`src/rtl/i2s_frame_scheduler.sv`:
```
// Gathers one sample per enabled I2S receiver channel, in ascending index order, into
// AXI4-Stream frames; a channel that stays empty too long is replaced by a zero sample.
module i2s_frame_scheduler #(
    parameter int unsigned I2S_RECEIVER_NUM       = 16,
    parameter int unsigned I2S_DATA_BIT_WIDTH     = 24,
    parameter int unsigned C_M00_AXIS_TDATA_WIDTH = 32,
    parameter int unsigned TIMEOUT_CYCLES         = 1024
) (
    input  logic                                         m00_axis_aclk,
    input  logic                                         m00_axis_aresetn,
    input  logic                                         enable,
    input  logic [I2S_RECEIVER_NUM-1:0]                  ch_mask,
    input  logic [I2S_RECEIVER_NUM-1:0]                  ch_valid,
    input  logic [I2S_RECEIVER_NUM*I2S_DATA_BIT_WIDTH-1:0] ch_data,
    output logic [I2S_RECEIVER_NUM-1:0]                  ch_rd,
    output logic                                         m00_axis_tvalid,
    output logic [C_M00_AXIS_TDATA_WIDTH-1:0]            m00_axis_tdata,
    output logic [3:0]                                   m00_axis_tstrb,
    output logic                                         m00_axis_tlast,
    input  logic                                         m00_axis_tready,
    input  logic                                         clear_underrun,
    output logic [I2S_RECEIVER_NUM-1:0]                  underrun,
    output logic [31:0]                                  frame_count,
    output logic                                         busy
);

    localparam int unsigned N    = I2S_RECEIVER_NUM;
    localparam int unsigned W    = I2S_DATA_BIT_WIDTH;
    localparam int unsigned IdxW = (N > 1) ? $clog2(N) : 1;
    localparam int unsigned CntW = (TIMEOUT_CYCLES > 1) ? $clog2(TIMEOUT_CYCLES) : 1;

    typedef enum logic [1:0] {StIdle, StWait, StSend} state_e;

    state_e            state_q, state_d;
    logic [IdxW-1:0]   idx_q, idx_d;
    logic [N-1:0]      mask_q, mask_d;
    logic [CntW-1:0]   cnt_q, cnt_d;
    logic [31:0]       tdata_q, tdata_d;
    logic              tlast_q, tlast_d;
    logic [N-1:0]      underrun_q, underrun_d;
    logic [31:0]       frame_count_q, frame_count_d;

    logic [IdxW:0]     first_sel, next_sel;
    logic [IdxW-1:0]   first_idx, next_idx;
    logic              is_last, start_ok, head_valid, timed_out;
    logic [23:0]       sample24;
    logic [7:0]        chan8;

    // Returns {found, index} of the lowest set bit of mask at or above start.
    function automatic logic [IdxW:0] find_from(input logic [N-1:0] mask, input int start);
        logic [IdxW:0] r;
        r = '0;
        for (int i = int'(N) - 1; i >= 0; i--) begin
            if (mask[i] && (i >= start)) begin
                r = {1'b1, IdxW'(i)};
            end
        end
        return r;
    endfunction

    always_comb begin
        first_sel  = find_from(ch_mask, 0);
        next_sel   = find_from(mask_q, int'(idx_q) + 1);
        first_idx  = first_sel[IdxW-1:0];
        next_idx   = next_sel[IdxW-1:0];
        is_last    = ~next_sel[IdxW];
        start_ok   = enable && (|ch_mask);
        head_valid = ch_valid[idx_q];
        timed_out  = (cnt_q == CntW'(TIMEOUT_CYCLES - 1));
        sample24   = '0;
        sample24[W-1:0] = ch_data[int'(idx_q) * int'(W) +: W];
        chan8      = '0;
        chan8[IdxW-1:0] = idx_q;
    end

    // State register
    always_ff @(posedge m00_axis_aclk) begin
        if (!m00_axis_aresetn) begin
            state_q <= StIdle;
        end else begin
            state_q <= state_d;
        end
    end

    // Next-state logic
    always_comb begin
        state_d = state_q;
        unique case (state_q)
            StIdle: begin
                if (start_ok) state_d = StWait;
            end
            StWait: begin
                if (head_valid || timed_out) state_d = StSend;
            end
            StSend: begin
                if (m00_axis_tready) begin
                    if (!tlast_q || start_ok) state_d = StWait;
                    else                      state_d = StIdle;
                end
            end
            default: state_d = StIdle;
        endcase
    end

    always_comb begin
        idx_d         = idx_q;
        mask_d        = mask_q;
        cnt_d         = cnt_q;
        tdata_d       = tdata_q;
        tlast_d       = tlast_q;
        frame_count_d = frame_count_q;
        underrun_d    = clear_underrun ? '0 : underrun_q;
        unique case (state_q)
            StIdle: begin
                if (start_ok) begin
                    mask_d = ch_mask;
                    idx_d  = first_idx;
                    cnt_d  = '0;
                end
            end
            StWait: begin
                if (head_valid) begin
                    tdata_d = {chan8, sample24};
                    tlast_d = is_last;
                end else if (timed_out) begin
                    tdata_d = {chan8, 24'h0};
                    tlast_d = is_last;
                    // Applied after the clear so a same-cycle timeout keeps its flag.
                    underrun_d[idx_q] = 1'b1;
                end else begin
                    cnt_d = cnt_q + CntW'(1);
                end
            end
            StSend: begin
                if (m00_axis_tready) begin
                    if (!tlast_q) begin
                        idx_d = next_idx;
                        cnt_d = '0;
                    end else begin
                        frame_count_d = frame_count_q + 32'd1;
                        if (start_ok) begin
                            mask_d = ch_mask;
                            idx_d  = first_idx;
                            cnt_d  = '0;
                        end
                    end
                end
            end
            default: ;
        endcase
    end

    always_ff @(posedge m00_axis_aclk) begin
        if (!m00_axis_aresetn) begin
            idx_q         <= '0;
            mask_q        <= '0;
            cnt_q         <= '0;
            tdata_q       <= '0;
            tlast_q       <= 1'b0;
            underrun_q    <= '0;
            frame_count_q <= '0;
        end else begin
            idx_q         <= idx_d;
            mask_q        <= mask_d;
            cnt_q         <= cnt_d;
            tdata_q       <= tdata_d;
            tlast_q       <= tlast_d;
            underrun_q    <= underrun_d;
            frame_count_q <= frame_count_d;
        end
    end

    // Outputs
    always_comb begin
        ch_rd = '0;
        if ((state_q == StWait) && head_valid && m00_axis_aresetn) begin
            ch_rd[idx_q] = 1'b1;
        end
        m00_axis_tvalid = (state_q == StSend);
        m00_axis_tdata  = tdata_q;
        m00_axis_tstrb  = 4'hF;
        m00_axis_tlast  = tlast_q;
        underrun        = underrun_q;
        frame_count     = frame_count_q;
        busy            = (state_q != StIdle);
    end

endmodule

```
`config.mk`:
```
export PLATFORM = sky130hd
export DESIGN_NAME = i2s_frame_scheduler
export DESIGN_NICKNAME = d
export VERILOG_FILES = /design/src/rtl/i2s_frame_scheduler.sv
export SDC_FILE = /design/constraint.sdc
export NUM_CORES = 1
export LEC_CHECK = 0
export BUFFER_PORTS_ARGS = -buffer_cell sky130_fd_sc_hd__buf_2
export CAP_MARGIN = 25
export CORE_AREA = 2 2 202 204
export DETAILED_ROUTE_END_ITERATION = 8
export DIE_AREA = 0 0 204 206
export PLACE_DENSITY_LB_ADDON = 0.2
export SLEW_MARGIN = 20
export SYNTH_ARGS = -nofsm -noshare
export SYNTH_HDL_FRONTEND = slang
export SYNTH_SLANG_ARGS = --single-unit
```
`constraint.sdc`:
```
create_clock -name m00_axis_aclk -period 8.1 [get_ports m00_axis_aclk]
set_clock_uncertainty 0.15 [all_clocks]
set_input_delay 0.405 -clock m00_axis_aclk [delete_from_list [all_inputs] [get_ports m00_axis_aclk]]
set_output_delay 0.405 -clock m00_axis_aclk [all_outputs]
set_load 0.005 [all_outputs]
```
* After elaboration in Yosys (flattened, before gate mapping)
Cells that the tools add are included.
Word-level totals: register bits 113, input port bits 421, output and inout bits 103
Operators by class: $add $sub $neg 3, multiply operators 1, $lt $le $gt $ge 18, equal/unequal tests 9, shift operators 1, multiplexer cells 64, bitwise operators 2, reductions and logical operators 35
Operator list (count):
- 384-bit by 10-bit variable part select with 24-bit output | 1
- 16-bit 2-to-1 mux | 8
- 5-bit 2-to-1 mux | 16
- 4-bit 2-to-1 mux | 19
- 32-bit 2-to-1 mux | 2
- 10-bit 2-to-1 mux | 5
- 4-bit by 5-bit greater-or-equal comparator with 1-bit output, first input constant | 8
- 32-bit by 1-bit adder with 32-bit output, second input constant | 1
- 16-bit one-hot mux with 2 select lines | 1
- 10-bit one-hot mux with 3 select lines | 1
- 3-bit by 5-bit greater-or-equal comparator with 1-bit output, first input constant | 4
- 1-bit logical AND | 20
- 16-bit OR | 1
- 16-bit OR reduction | 1
- 10-bit by 1-bit adder with 10-bit output, second input constant | 1
- 10-bit equality test, second input constant | 1
- 1-bit by 5-bit greater-or-equal comparator with 1-bit output, first input constant | 2
- 2-bit by 5-bit greater-or-equal comparator with 1-bit output, first input constant | 2
- 3-bit AND reduction | 3
- 2-bit inequality test, second input constant | 4
- 4-bit one-hot mux with 2 select lines | 1
- 4-bit by 2-bit multiplier with 6-bit output, second input constant | 1
- 2-bit 2-to-1 mux | 3
- 2-bit one-hot mux with 3 select lines | 1
- other kinds (17) | 26

* Depth between registers and ports, before layout
word-level depth 22, mapped depth 12, depth with buffers taken out 8

* Least setup slack after synthesis
Ideal clock, no wire load.
path type register to register, start reg idx_q[1], end reg idx_q[3], setup time 0.128 ns, data arrival time 3.024 ns, setup slack 4.798 ns, cell stages (with the launch flop) 13, path buffers 4, period minus slack after synthesis 3.302 ns, path through dfxtp_1 > buf_2 > clkbuf_1 > clkbuf_1 > inv_1 > ha_1 > clkbuf_1 > nand2b_1 > a41oi_1 > o31ai_1 > nand2_1 > o31ai_1 > a31oi_1
Between the ends: longest elaborated chain between the ends 22, elaborated cells on any way between the ends 52, those cells by class add/sub (1); order compare (16); mux (19); reduce/logical (16)
Ends and longest elaborated chain:
- start: declaration | RTL line 35 | logic [IdxW-1:0] idx_q, idx_d;
- start signal: assignment | RTL line 163 | idx_q <= idx_d;
- 4-bit by 1-bit adder with 5-bit output * | RTL line 63 | next_sel = find_from(mask_q, int'(idx_q) + 1);
- 4-bit by 5-bit greater-or-equal comparator with 1-bit output | RTL line 54 | if (mask[i] && (i >= start)) begin
- 1-bit logical AND | RTL line 54
- 5-bit 2-to-1 mux (15 in a row) | RTL line 54
- 5-bit 2-to-1 mux * | RTL line 54
- 4-bit 2-to-1 mux * | RTL line 136 | if (!tlast_q) begin
- 4-bit 2-to-1 mux * | RTL line 135 | if (m00_axis_tready) begin
- 4-bit one-hot mux with 2 select lines * | RTL line 113 | unique case (state_q)
Mark *: on every way between the ends. The rest lies on a longest branch, timed or not. The select of a mux whose other input is x is not followed. A chain may end at the register's enable or synchronous reset.

* Worst setup path after layout
start reg idx_q[1], end out ch_rd[1]
Between the ends: longest elaborated chain between the ends 5, elaborated cells on any way between the ends 10, those cells by class order compare (2); mux (5); reduce/logical (3)
Ends and longest elaborated chain:
- 4-bit by 5-bit < comparator with 1-bit output (not written as such) (tied with other cells) | RTL line 177 | ch_rd[idx_q] = 1'b1;
- 1-bit logical AND (not written as such) or 1-bit 2-to-1 mux (tied branches) | RTL line 177, 68
- 1-bit 2-to-1 mux (not written as such) or 1-bit logical AND (tied branches) | RTL line 177, 176
- 1-bit demux with 4-bit select or 1-bit logical AND (tied branches) | RTL line 177, 176
- 16-bit 2-to-1 mux * | RTL line 176 | if ((state_q == StWait) && head_valid && m00_axis_aresetn) begin
- end: declaration | RTL line 15 | output logic [I2S_RECEIVER_NUM-1:0] ch_rd,
Marks and branches as above.

==> out/metrics.csv <==
stage,metric,value,unit
setup_path,crit_fanout,68,
floorplanning,initial_core_util,0.216,
clocking,cts_setup_buffers,0,
timing,fmax,218,MHz
setup_path,end_kind,output port,
clocking,numCtsBuffers,9,
status,status,completed,
routing,via_count,9089,
routing,wl_per_cell,25.6,um
setup_path,cp-start-kind,flop,
grt,grt_usage,0.220,
synthesis,synth.area.top_cells,"mux4_2 32%, dfxtp_1 25%, nor2b_1 3.4%",
routing,dr.first_iter.drc_count,667,
floorplanning,die_y,206,um
setup_path,path_class,flop to output port,
power_and_ir_drop,ir_drop,0.0000972,V
synthesis,syn-cell-area,0.00869,mm2
grt,grt_start_max_net_pins,89,
timing,tightest_slew,0.960,ns
setup_path,r2r-end,idx_q[3]$_SDFFE_PN0P_,
final_layout,mostFrequentLayoutCell,buf_2,
setup_path,r2r_slack,3.85,ns
routing,wirelength,46900,um
floorplanning,core_area,0.0402,mm2
synthesis,synth_top_area_share,0.321,
grt,grt_pass1_wl,66100,um
synthesis,avgSynthCellArea,10.7,um2
setup_path,max_stage_delay,0.88,ns
final_layout,fillCellCount,4351,
clocking,ctsResizeCount,0,
placed_design,io_buffers,515,
timing,finalHoldViolCount,0,
hold_path,min_path_cells,3,
setup_path,crit_cells,8,
setup_path,crit_family,simple AND/OR/NAND/NOR gates,
clocking,clkTransAtPathRegs,0.08,ns
floorplanning,io_pins,524,
final_layout,fin_nets,1719,
floorplanning,die-area,0.0420,mm2
synthesis,synth_cell_types,64,
routing,antenna_left,0,
synthesis,ys_ff_latch,109,
clocking,htree_levels,3,
grt,antenna_found_initial,20,
synthesis,synth-async-reset-ratio,0,
final_layout,drive_gt1_frac,0.527,
routing,vias_per_cell,4.96,
hold_path,hp-class,input pin to flop,
synthesis,postSynthCellCount,815,
setup_path,crit_path_top_delay_cell,dfxtp_4,
clocking,clockBufferDepth,2,
power_and_ir_drop,powerDensity,222,mW/mm2
clocking,postCtsHoldBufs,0,
clocking,cts_tree,built,
placed_design,place_inst,1804,
setup_path,crit_buf_inv,2,
final_layout,multi_input_area,0.00609,mm2
final_layout,layout_common_cells,"515 x buf_2, 124 x mux4_2, 105 x dfxtp_1, 47 x nor2b_1, 40 x nor2_1",
setup_path,crit_chain,buf_4 > mux4_2 > a22oi_2 > nand2_2 > and3_2 > nand2_1 > nor3_1 > buf_2,
synthesis,synthFlopType,dfxtp_1,
synthesis,synth_edf_count,0,
placed_design,gp_congestion,0.988,
setup_path,cp-startpoint,idx_q[1]$_SDFFE_PN0P_,
synthesis,yosys_warnings,0,
setup_path,cp.arrival,4.03,ns
clocking,clkLatencyLatePin,0.36,ns
floorplanning,core.rowCount,74,
timing,slew_headroom,0.360,
clocking,cts_root_buf,clkbuf_16,
clocking,cts.sinks,109,
grt,overflow,0,
final_layout,instances_no_fill,1831,
final_layout,regArea,0.00219,mm2
final_layout,area_delta_synth_final,38.1,%
synthesis,synth-seq-area-share,0.251,
flow_run,cap_viol_max_count,0,
timing,setup_violations,0,
routing,dr.pass1.iters,5,
floorplanning,die_w,204,um
timing,layout_setup_ws,3.51,ns
timing,rsz0062_at_grt,no,
timing,period_minus_slack,4.59,ns
setup_path,reg2regPathDepth,8,
power_and_ir_drop,p_leak,0.00516,uW
setup_path,r2r-start,idx_q[1]$_SDFFE_PN0P_,
placed_design,dpl.hpwl,39800,um
setup_path,cp.required,7.55,ns
setup_path,endpoint,ch_rd[1],
timing,fin_crit_sh,0.566,
routing,drc,0,
synthesis,synth_top_cell_by_area,mux4_2,
placed_design,place_ws,3.72,ns
grt,grt_pass1_vias,9385,
timing,fin_setup_tns,0,ns
timing,finalMaxSlewViolations,0,
timing,holdWs,0.209,ns
## cell families after synthesis
group	count (synthesis)	share of synthesized area
compound gates	162	0.136
xor+xnor	31	0.0312
fa+ha+maj	13	0.0187
buf+inv	93	0.0511
flops	109	0.251
mux	147	0.348
other cells	2	0.000864
simple gates	258	0.163
## layer usage
layer  vias up  wire [um]  global-route usage
met1      4482      20500               0.283
met4         4       1060              0.0600
li1       4129          -                   -
met5         -         30                   0
met3        43       2830              0.0416
met2       431      22600               0.376
## power by group
| part | switching (uW) | internal (uW) | total [uW] |
|---|---|---|---|
| sequential | 132 | 600 | 732 |
| clock | 224 | 213 | 436 |
| combinational | 784 | 717 | 1500 |
## layout make-up
cell class | count | share of cell area
Timing Repair Buffer | 525 | 0.223
Clock inverter | 6 | 0.00386
Inverter | 21 | 0.00657
Clock buffer | 10 | 0.0191
Sequential cell | 109 | 0.183
Tap cell | 532 | 0.0554
Multi-Input combinational cell | 619 | 0.508
Antenna cell | 9 | 0.00188
## synthesized netlist by cell type (22+ instances only)
cell type / instances
a22o_1: 24
and2_1: 32
mux2i_1: 22
o21ai_0: 27
nor2_1: 40
dfxtp_1: 109
clkbuf_1: 29
nand2_1: 35
nor2b_1: 47
nor3_1: 23
mux4_2: 124
## through the flow
stage	cell area, um2	total power (uW)	utilization
after global routing	12000	2830	0.299
after CTS	11900	2690	0.297
after detailed placement	11700	2250	0.291
after floorplan	8710	1690	-
after global placement	11700	2250	0.290
final	12000	2670	0.299
## state kept, by name, summed over array words and instances, names as in the netlist
register / flops
m00_axis_tdata: 28
mask_q: 16
m00_axis_tlast: 1
frame_count: 32
underrun: 16
idx_q: 4
state_q: 2
cnt_q: 10
## worst min-delay path by stage
| stage | from | to | slack, ns |
|---|---|---|---|
| after global routing | ch_mask[4] | mask_q[4]$_SDFFE_PN0P_ | 0.23 |
| after CTS | ch_mask[15] | mask_q[15]$_SDFFE_PN0P_ | 0.20 |
| after global placement | cnt_q[9]$_SDFFE_PN0P_ | cnt_q[9]$_SDFFE_PN0P_ | 0.30 |
| after detailed placement | cnt_q[9]$_SDFFE_PN0P_ | cnt_q[9]$_SDFFE_PN0P_ | 0.30 |
| final | ch_mask[9] | mask_q[9]$_SDFFE_PN0P_ | 0.21 |
| after floorplan | cnt_q[9]$_SDFFE_PN0P_ | cnt_q[9]$_SDFFE_PN0P_ | 0.28 |
## worst register-to-register path: stages (launching register included)
cell and delay, ns:
dfxtp_4 0.88, buf_4 0.79, ha_1 0.83, xnor2_1 0.24, o31ai_1 0.44, a41oi_1 0.23, nor4_1 0.32, o31ai_1 0.11
a31oi_1 0.17
(Power assumes the default switching activity.)
